## config.mk

```make
export PLATFORM = sky130hd
export DESIGN_NAME = view_req_arbiter
export DESIGN_NICKNAME = d
export VERILOG_FILES = /design/src/rtl/view_req_arbiter_pkg.sv /design/src/rtl/view_req_arbiter_rr_picker.sv /design/src/rtl/view_req_arbiter.sv
export SDC_FILE = /design/constraint.sdc
export NUM_CORES = 1
export LEC_CHECK = 0
export ABC_CLOCK_PERIOD_IN_PS = 5000
export BUFFER_PORTS_ARGS = -buffer_cell sky130_fd_sc_hd__buf_4
export CAP_MARGIN = 20
export CORE_ASPECT_RATIO = 1.5
export CORE_UTILIZATION = 57
export DETAILED_ROUTE_END_ITERATION = 7
export GPL_TIMING_DRIVEN = 0
export PLACE_DENSITY = 0.94
export SETUP_SLACK_MARGIN = 0.1
export SLEW_MARGIN = 20
export SYNTH_ARGS = -nofsm -noshare
export SYNTH_HDL_FRONTEND = slang
export SYNTH_SLANG_ARGS = --single-unit
```

## constraint.sdc

```tcl
create_clock -name clock -period 5 [get_ports clock]
set_clock_uncertainty 0.2 [all_clocks]
set_input_delay 0 -clock clock [delete_from_list [all_inputs] [get_ports clock]]
set_output_delay 0 -clock clock [all_outputs]
set_load 0.01 [all_outputs]
```

## src/rtl/view_req_arbiter_pkg.sv

```systemverilog
// -----------------------------------------------------------------------------
// view_req_arbiter_pkg
//   Shared definitions for the controller-to-VIEW arbitration layer:
//   frame timing, arbiter state encoding, the VIEW command codes used by the
//   game controllers, and a small round-robin helper.
//   No ports (package).
// -----------------------------------------------------------------------------
package view_req_arbiter_pkg;

    // One video frame expressed in system clocks; default VIEW wait limit.
    localparam int FRAME_CLOCK = 833_333;

    // Arbiter FSM encoding. The values are fixed so that debug tools and the
    // sound-channel arbiter can decode the state the same way.
    typedef enum logic [1:0] {
        S_IDLE  = 2'd0,
        S_ISSUE = 2'd1,
        S_WAIT  = 2'd2,
        S_DONE  = 2'd3
    } arb_state_e;

    // VIEW command codes shared by the pregame/ingame/postgame/score controllers.
    localparam int VIEW_CMD_W = 8;
    typedef enum logic [VIEW_CMD_W-1:0] {
        VCMD_NOP         = 8'h00,
        VCMD_SHOW_TITLE  = 8'h01,
        VCMD_SHOW_LEVEL  = 8'h02,
        VCMD_DRAW_FRAME  = 8'h10,
        VCMD_SHOW_RESULT = 8'h20,
        VCMD_SHOW_SCORE  = 8'h30
    } view_cmd_e;

    // Next round-robin index after idx, wrapping at n.
    function automatic int rr_next(input int idx, input int n);
        return (idx + 1 >= n) ? 0 : idx + 1;
    endfunction

endpackage

```

## src/rtl/view_req_arbiter_rr_picker.sv

```systemverilog
// -----------------------------------------------------------------------------
// rr_picker
//   Combinational round-robin selector. Searches req_i starting at ptr_i and
//   moving upward (mod NUM_REQ); reports the first set bit.
//   Ports:
//     req_i     in   NUM_REQ   request vector
//     ptr_i     in   IDX_W     index with highest priority this round
//     any_o     out  1         at least one request is set
//     winner_o  out  IDX_W     selected index (0 when any_o is low)
// -----------------------------------------------------------------------------
module rr_picker #(
    parameter int NUM_REQ = 4
) (
    input  logic [NUM_REQ-1:0]         req_i,
    input  logic [$clog2(NUM_REQ)-1:0] ptr_i,
    output logic                       any_o,
    output logic [$clog2(NUM_REQ)-1:0] winner_o
);

    localparam int IDX_W = $clog2(NUM_REQ);

    logic [IDX_W-1:0] idx;

    // Walk the candidates from lowest to highest priority so the last hit,
    // the one nearest ptr_i, overwrites the others.
    always_comb begin
        // NOTE: every always_comb output gets a default before any condition,
        // otherwise synthesis infers a latch to hold the old value.
        winner_o = '0;
        idx      = '0;
        for (int i = NUM_REQ - 1; i >= 0; i--) begin
            idx = IDX_W'((int'(ptr_i) + i) % NUM_REQ);
            if (req_i[idx]) begin
                winner_o = idx;
            end
        end
    end

    assign any_o = |req_i;

endmodule

```

## src/rtl/view_req_arbiter.sv

```systemverilog
// -----------------------------------------------------------------------------
// view_req_arbiter
//   Shares the single VIEW command/callback channel between NUM_REQ game
//   controllers. Round-robin grant, one command strobe to VIEW, then wait for
//   cbk_from_view or TIMEOUT clocks, then a done pulse back to the winner.
//   All outputs are registered.
//   Ports:
//     clock          in   1               system clock, rising edge
//     reset          in   1               asynchronous, active-high
//     req            in   NUM_REQ         level request per controller
//     cmd_flat       in   NUM_REQ*CMD_W   command of requester i at [i*CMD_W +: CMD_W]
//     done           out  NUM_REQ         one-cycle completion pulse to the winner
//     timeout        out  NUM_REQ         coincident with done when VIEW timed out
//     view_cmd       out  CMD_W           command latched at grant
//     view_valid     out  1               one-cycle command strobe to VIEW
//     cbk_from_view  in   1               VIEW completion, honoured only in S_WAIT
//     busy           out  1               high whenever the FSM is not idle
//     grant_id       out  IDX_W           current or last winner
// -----------------------------------------------------------------------------
module view_req_arbiter
    import view_req_arbiter_pkg::*;
#(
    parameter int NUM_REQ = 4,
    parameter int CMD_W   = 8,
    parameter int TIMEOUT = FRAME_CLOCK,
    parameter int TMO_W   = 20
) (
    input  logic                       clock,
    input  logic                       reset,
    input  logic [NUM_REQ-1:0]         req,
    input  logic [NUM_REQ*CMD_W-1:0]   cmd_flat,
    output logic [NUM_REQ-1:0]         done,
    output logic [NUM_REQ-1:0]         timeout,
    output logic [CMD_W-1:0]           view_cmd,
    output logic                       view_valid,
    input  logic                       cbk_from_view,
    output logic                       busy,
    output logic [$clog2(NUM_REQ)-1:0] grant_id
);

    localparam int IDX_W = $clog2(NUM_REQ);
    localparam logic [TMO_W-1:0] TMO_LAST = TMO_W'(TIMEOUT - 1);

    arb_state_e         state_q;
    logic [IDX_W-1:0]   ptr_q;
    logic [IDX_W-1:0]   ptr_d;
    logic [IDX_W-1:0]   grant_id_q;
    logic [CMD_W-1:0]   view_cmd_q;
    logic [TMO_W-1:0]   tmo_cnt_q;
    logic [NUM_REQ-1:0] done_q;
    logic [NUM_REQ-1:0] timeout_q;
    logic               view_valid_q;
    logic               busy_q;

    logic               pick_any;
    logic [IDX_W-1:0]   pick_idx;
    logic [CMD_W-1:0]   cmd_arr [NUM_REQ];
    logic [NUM_REQ-1:0] grant_oh;

    for (genvar g = 0; g < NUM_REQ; g++) begin : g_cmd_unpack
        assign cmd_arr[g] = cmd_flat[g*CMD_W +: CMD_W];
    end

    rr_picker #(
        .NUM_REQ (NUM_REQ)
    ) u_picker (
        .req_i    (req),
        .ptr_i    (ptr_q),
        .any_o    (pick_any),
        .winner_o (pick_idx)
    );

    assign grant_oh = NUM_REQ'(1) << grant_id_q;
    assign ptr_d    = IDX_W'(rr_next(int'(grant_id_q), NUM_REQ));

    always_ff @(posedge clock or posedge reset) begin
        if (reset) begin
            state_q      <= S_IDLE;
            ptr_q        <= '0;
            grant_id_q   <= '0;
            view_cmd_q   <= '0;
            tmo_cnt_q    <= '0;
            done_q       <= '0;
            timeout_q    <= '0;
            view_valid_q <= 1'b0;
            busy_q       <= 1'b0;
        end else begin
            // NOTE: sequential state uses non-blocking assignments; the pulse
            // registers are cleared here and a later assignment in the same
            // cycle wins, which yields exactly one-cycle pulses.
            done_q       <= '0;
            timeout_q    <= '0;
            view_valid_q <= 1'b0;

            unique case (state_q)
                S_IDLE: begin
                    if (pick_any) begin
                        grant_id_q   <= pick_idx;
                        view_cmd_q   <= cmd_arr[pick_idx];
                        view_valid_q <= 1'b1;   // visible during S_ISSUE
                        busy_q       <= 1'b1;
                        state_q      <= S_ISSUE;
                    end
                end
                S_ISSUE: begin
                    tmo_cnt_q <= '0;
                    state_q   <= S_WAIT;
                end
                S_WAIT: begin
                    // The callback takes precedence over an expiring timer.
                    if (cbk_from_view) begin
                        done_q  <= grant_oh;
                        state_q <= S_DONE;
                    end else if (tmo_cnt_q == TMO_LAST) begin
                        done_q    <= grant_oh;
                        timeout_q <= grant_oh;
                        state_q   <= S_DONE;
                    end else begin
                        tmo_cnt_q <= tmo_cnt_q + TMO_W'(1);
                    end
                end
                S_DONE: begin
                    ptr_q   <= ptr_d;
                    busy_q  <= 1'b0;
                    state_q <= S_IDLE;
                end
                default: begin
                    state_q <= S_IDLE;
                end
            endcase
        end
    end

    assign done       = done_q;
    assign timeout    = timeout_q;
    assign view_cmd   = view_cmd_q;
    assign view_valid = view_valid_q;
    assign busy       = busy_q;
    assign grant_id   = grant_id_q;

endmodule

```

# Word level (Yosys, flattened, before mapping)
# Index checks and enable logic that the tools add are counted.
dict set report word_totals {
  input_bits 39
  wordCells 70
  regBits 44
  output_inout_bits 20
}
dict set report op_classes {
  add_sub_neg 5
  shift 1
  reduce_logical 8
  mux 32
  n_eq_ne 8
  magnitude_cmp 6
  bitwise 1
}
# operator n
set op_table {}
lappend op_table {{20-bit two-way mux} 2}
lappend op_table {{20-bit one-hot mux with 2 select lines} 1}
lappend op_table {{20-bit by 1-bit adder with 20-bit output (second input constant)} 1}
lappend op_table {{20-bit == test (second input constant)} 1}
lappend op_table {{4-bit two-way mux} 5}
lappend op_table {{8-bit binary-select mux with 2-bit select} 1}
lappend op_table {{2-bit two-way mux} 8}
lappend op_table {{8-bit two-way mux} 2}
lappend op_table {{2-bit by 3-bit less-than comparator with 1-bit output (second input constant)} 4}
lappend op_table {{1-bit binary-select mux with 2-bit select} 4}
lappend op_table {{2-bit one-hot mux with 4 select lines} 1}
lappend op_table {{1-bit two-way mux} 7}
lappend op_table {{3-bit greater-or-equal comparator (second input constant)} 2}
lappend op_table {{2-bit != test (second input constant)} 3}
lappend op_table {{2-bit AND reduction} 3}
lappend op_table {{2-bit adder (second input constant)} 2}
lappend op_table {{2-bit == test (second input constant)} 2}
lappend op_table {{2-bit nonzero test} 2}
lappend op_table {{4-bit OR reduction} 1}
lappend op_table {{1-bit by 2-bit << shifter with 4-bit output (first input constant)} 1}
lappend op_table {{2-bit by 1-bit adder with 3-bit output (second input constant)} 1}
lappend op_table {{3-bit != test (second input constant)} 1}
lappend op_table {{2-bit NOT with 3-bit output} 1}
lappend op_table {{3-bit AND reduction} 1}
lappend op_table {{other kinds (4)} 4}

# Longest topological paths before layout
dict set report logic_depth {
  depth_word 11
  depth_mapped 8
  mapped_depth_nobuf 7
}

# Hierarchy
# Synthesis repeated with hierarchy kept, for this count alone.
dict set report unflattened {
  hier_cells 258
  area_unflattened_um2 2691.3
}
# mod n_inst cells_each area_per_inst_um2
set modules_own_cells {}
lappend modules_own_cells {view_req_arbiter 1 245 2613.8}
lappend modules_own_cells {rr_picker 1 13 77.6}

# Worst setup path after synthesis
# OpenSTA, ideal clock, no wires.
dict set report synth_timing {
  path_type {reg-to-reg}
  start {register tmo_cnt_q[3]}
  end {register state_q[1]}
  stages_incl_launch_ff 7
  t_required_ns 4.673
  slack_ns 2.975
  path_buffers 1
  arrival_time_ns 1.698
  period_less_slack_ns 2.025
  path_cell_list {dfrtp_1 nor4_2 nand4_2 o31a_1 buf_6 nor2_4 mux2_1}
}
dict set report synth_between {
  elab_chain_len 3
}
# item line_no
set synth_lines {}
lappend synth_lines {{start, declared} view_req_arbiter.sv:49} ;# logic [TMO_W-1:0] tmo_cnt_q;
lappend synth_lines {{start signal, assigned} view_req_arbiter.sv:119} ;# tmo_cnt_q <= tmo_cnt_q + TMO_W'(1);
lappend synth_lines {{20-bit == test} view_req_arbiter.sv:114} ;# end else if (tmo_cnt_q == TMO_LAST) begin
lappend synth_lines {{3-bit != test (no line)} -}
lappend synth_lines {{2-bit AND reduction (no line)} -}
lappend synth_lines {{end signal, assigned} view_req_arbiter.sv:113} ;# state_q <= S_DONE;
lappend synth_lines {{end signal, assigned} view_req_arbiter.sv:117} ;# state_q <= S_DONE;
lappend synth_lines {{end signal, assigned} view_req_arbiter.sv:125} ;# state_q <= S_IDLE;
lappend synth_lines {{end, declared} view_req_arbiter.sv:44} ;# arb_state_e state_q;
# No other way between the ends.
# A chain may end at the register's enable or synchronous reset.

# Worst setup path in the final report
dict set report layout_timing {
  start {register ptr_q[1]}
  end {register view_cmd_q[1] (netlist: view_cmd[1])}
}
dict set report layout_between {
  elab_chain_len 11
}
# item line_no
set layout_lines {}
lappend layout_lines {{start, declared} view_req_arbiter.sv:45} ;# logic [IDX_W-1:0] ptr_q;
lappend layout_lines {{start signal, assigned} view_req_arbiter.sv:123} ;# ptr_q <= ptr_d;
lappend layout_lines {{2-bit adder} view_req_arbiter_rr_picker.sv:32} ;# idx = IDX_W'((int'(ptr_i) + i) % NUM_REQ);
lappend layout_lines {{1-bit binary-select mux with 2-bit select} view_req_arbiter_rr_picker.sv:33} ;# if (req_i[idx]) begin
lappend layout_lines {{1-bit two-way mux (not written as such)} view_req_arbiter_rr_picker.sv:33}
lappend layout_lines {{2-bit two-way mux (3 in a row)} view_req_arbiter_rr_picker.sv:33}
lappend layout_lines {{2-bit two-way mux (*)} view_req_arbiter_rr_picker.sv:33}
lappend layout_lines {{2-bit NOT with 3-bit output (not written as such) (*)} view_req_arbiter.sv:99} ;# view_cmd_q <= cmd_arr[pick_idx];
lappend layout_lines {{8-bit binary-select mux with 2-bit select (*)} view_req_arbiter.sv:99}
lappend layout_lines {{8-bit two-way mux (not written as such) (*) (2 in a row)} view_req_arbiter.sv:99}
lappend layout_lines {{end signal, assigned} view_req_arbiter.sv:99}
lappend layout_lines {{end, declared} view_req_arbiter.sv:48} ;# logic [CMD_W-1:0] view_cmd_q;
# Mark *: on every way between the ends. The rest lies on a longest branch, timed or not. The select of a mux whose other input is x is not followed.

==> run_results.csv <==
group,metric,value,unit
run_status,status,"finished clean",
clocking,path_clk_slew,0.09,ns
global_routing,grt_max_degree,32,
worst_setup_path,r2r_start,"ptr_q[1]$_DFFE_PP0P_",
yosys,synth_edf_count,0,
timing,setup_violations,0,
timing,drv_slew,0,
detailed_routing,drtAntennaViolNets,0,
floorplanning,die_h,82.15,um
yosys,syn_avg_cell_area,10.09,sq um
detailed_routing,vias,2310,
timing,setup_tns,0,ns
placement,dp.cells,346,
clocking,cts_tree,"built",
yosys,synth_top_area_share,45.11,%
yosys,synthTopCellsByArea,"dfrtp_1 45%, mux2i_1 6.2%, ha_1 5.6%",
detailed_routing,wl_met3,334,um
pwr,powerDensity,462.8,mW/mm^2
layout,fin_cells,379,
clocking,post_cts_resized,0,
global_routing,grt_pass1_wl,11350,um
yosys,synth_nets,292,
worst_setup_path,ff2ff_setup_slack,1.72,ns
timing,hold_viol_final,0,
worst_setup_path,start_kind,"register",
placement,dp_hpwl,4118,um
clocking,cts-root-buf,"clkbuf_8",
detailed_routing,drc_errors,0,
detailed_routing,drt-met1-wl,2436,um
worst_setup_path,r2r-end,"view_cmd[1]$_DFFE_PP0P_",
yosys,ys.flop_type,"dfrtp_1",
global_routing,grt_pass1_vias,2449,
clocking,htreeDepth,2,
floorplanning,die_w,55.43,um
flow_run,drv_cap,0,
pwr,power_leakage,1.581,nW
floorplanning,core_area,0.004029,sq mm
timing,post-route-min-period,3.275,ns
worst_setup_path,crit_path_end_kind,"register",
yosys,synth_area_leader_cell,"dfrtp_1",
yosys,ys_seq_area_share,45.11,%
yosys,post-synth-top-count-cell,"dfrtp_1",
floorplanning,num_rows,28,
detailed_routing,wl_met2,3773,um
global_routing,grt_use_total,32.74,%
clocking,cts_buffers,5,
worst_setup_path,required,4.98,ns
timing,tightest_slew,0.9593,ns
clocking,insertion_delay,0.30,ns
detailed_routing,routed_wl,6861,um
timing,min_period_over_period,65.51,%
placement,gp_congestion,0.8304,
global_routing,antenna_found_initial,0,
pwr,ir_drop,0.0004056,V
timing,rsz0062_at_grt,"no",
detailed_routing,firstDrtPassIters,4,
yosys,syn_area,0.002441,sq mm
detailed_routing,vias_per_cell,6.095,
timing,fmax,305.3,MHz
worst_setup_path,path_max_fanout,10,
yosys,synth_top_cells_by_count,"44 x dfrtp_1, 29 x nor2_1, 19 x nand2_1",
yosys,yosys_register_bits,44,
detailed_routing,drt_iter0_markers,156,
layout,diodes,0,
yosys,async_flop_share,100.0,%
worst_setup_path,reg2regPathDepth,10,
detailed_routing,top_layer_used,"met4",
worst_setup_path,crit_arrival,3.25,ns
yosys,ys_types,44,
floorplanning,pin_count,59,
floorplanning,initial_core_util,60.59,%
floorplanning,dieArea,0.004554,sq mm
yosys,netlist_instances,242,
layout,final_util,82.95,%
clocking,clk_path_buf_depth,2,
global_routing,grt-ovfl-total,0,
detailed_routing,wl_per_cell,18.10,um
placement,port_buffers,58,
timing,max_slew_margin,36.05,%
layout,area_growth,36.90,%
yosys,yosysWarnings,0,
clocking,clkSinkCount,44,
min_path,hold_path.class,"primary input to asynchronous set/reset pin",
worst_setup_path,path_class,"register to register",
layout,nets,384,
layout,drive_gt1_share,23.95,%
## registers in the layout (all words and copies together), names as in the netlist
| signal | flops |
|---|---|
| tmo_cnt_q | 20 |
| view_cmd | 8 |
| done | 4 |
| timeout | 4 |
| grant_id | 2 |
| ptr_q | 2 |
| state_q | 2 |
| busy | 1 |
| view_valid | 1 |
## layer usage
layer | GRT usage, % | vias up
li1 | - | 1041
met1 | 32.69 | 1135
met2 | 63.37 | 106
met3 | 5.763 | 28
met4 | 19.50 | 0
met5 | 0 | -
## cell families after synthesis
logic type,count (synthesis),share of synthesized area (%)
flops,44,45.11
xor+xnor,9,3.229
buf+inv,19,4.202
simple gates,105,22.71
fa+ha+maj,11,5.638
mux,17,7.073
compound gates,37,12.05
## worst max path at each step
stage / startpoint / cells after the start / endpoint / slack, ns
after floorplan: tmo_cnt_q[3]$_DFFE_PP0P_ / 6 / state_q[1]$_DFFE_PP0P_ / 2.97
after global placement: state_q[0]$_DFFE_PP0P_ / 8 / tmo_cnt_q[17]$_DFFE_PP0P_ / 2.76
after detailed placement: state_q[0]$_DFFE_PP0P_ / 8 / tmo_cnt_q[17]$_DFFE_PP0P_ / 2.71
after CTS: ptr_q[1]$_DFFE_PP0P_ / 10 / view_cmd[7]$_DFFE_PP0P_ / 1.89
after global routing: ptr_q[1]$_DFFE_PP0P_ / 10 / view_cmd[1]$_DFFE_PP0P_ / 1.63
final: ptr_q[1]$_DFFE_PP0P_ / 10 / view_cmd[1]$_DFFE_PP0P_ / 1.72
## report_power, final
group,switching [W],internal [W]
Combinational,0.000365,0.000351
Sequential,0.0000723,0.000441
Clock,0.000121,0.000197
Total,0.000559,0.000988
## worst max-delay path, stage by stage, from the launching register on
cell and delay [ns]:
dfrtp_1 0.38, buf_6 0.13, nand2b_1 0.15, a21oi_1 0.22, a311o_1 0.18, buf_6 0.15, buf_6 0.18, mux2i_1 0.28
dlygate4sd3_1 0.59, a211oi_1 0.07, dlygate4sd3_1 0.61
## area by class of cell
class / count / area [sq um]
Clock buffer: 5 / 68.82
Timing Repair Buffer: 85 / 715.7
Sequential cell: 44 / 1101
Fill cell: 221 / 686.9
Tap cell: 45 / 56.30
Clock inverter: 2 / 60.06
Multi-Input combinational cell: 179 / 1237
Inverter: 9 / 33.78
Buffer: 10 / 68.82
## cells in the final DEF (no fill, tap or decap), types with 5 or more instances in the layout
| master | instances |
|---|---|
| clkbuf_8 | 5 |
| nor2_1 | 29 |
| dlygate4sd3_1 | 26 |
| a211oi_1 | 8 |
| buf_4 | 58 |
| dfrtp_1 | 44 |
| nand3_1 | 13 |
| inv_1 | 8 |
| xor2_1 | 8 |
| mux2i_1 | 15 |
| ha_1 | 11 |
| nor2b_1 | 7 |
| nand2_1 | 19 |
| a221oi_1 | 7 |
| and2_1 | 11 |
| nand4_1 | 7 |
## timing repair
item,4_1_cts,5_1_grt
setup endpoints to repair,0,0
hold buffers,26,0
setup buffers,0,0
endpoints found under the hold margin,63,0
## per-stage QoR
stage | setup WS [ns] | hold slack, ns | power (W) | cell area (sq um)
after floorplan | 2.975 | -0.02197 | 0.0008717 | 2441
after CTS | 1.887 | 0.01808 | 0.001507 | 3342
after detailed placement | 2.712 | -0.2184 | 0.001086 | 2953
after global routing | 1.630 | 0.04461 | 0.001623 | 3342
after global placement | 2.756 | 0.1223 | 0.001052 | 2933
final | 1.725 | 0.01859 | 0.001547 | 3342
Note: power is estimated with default switching activity, not from simulation.
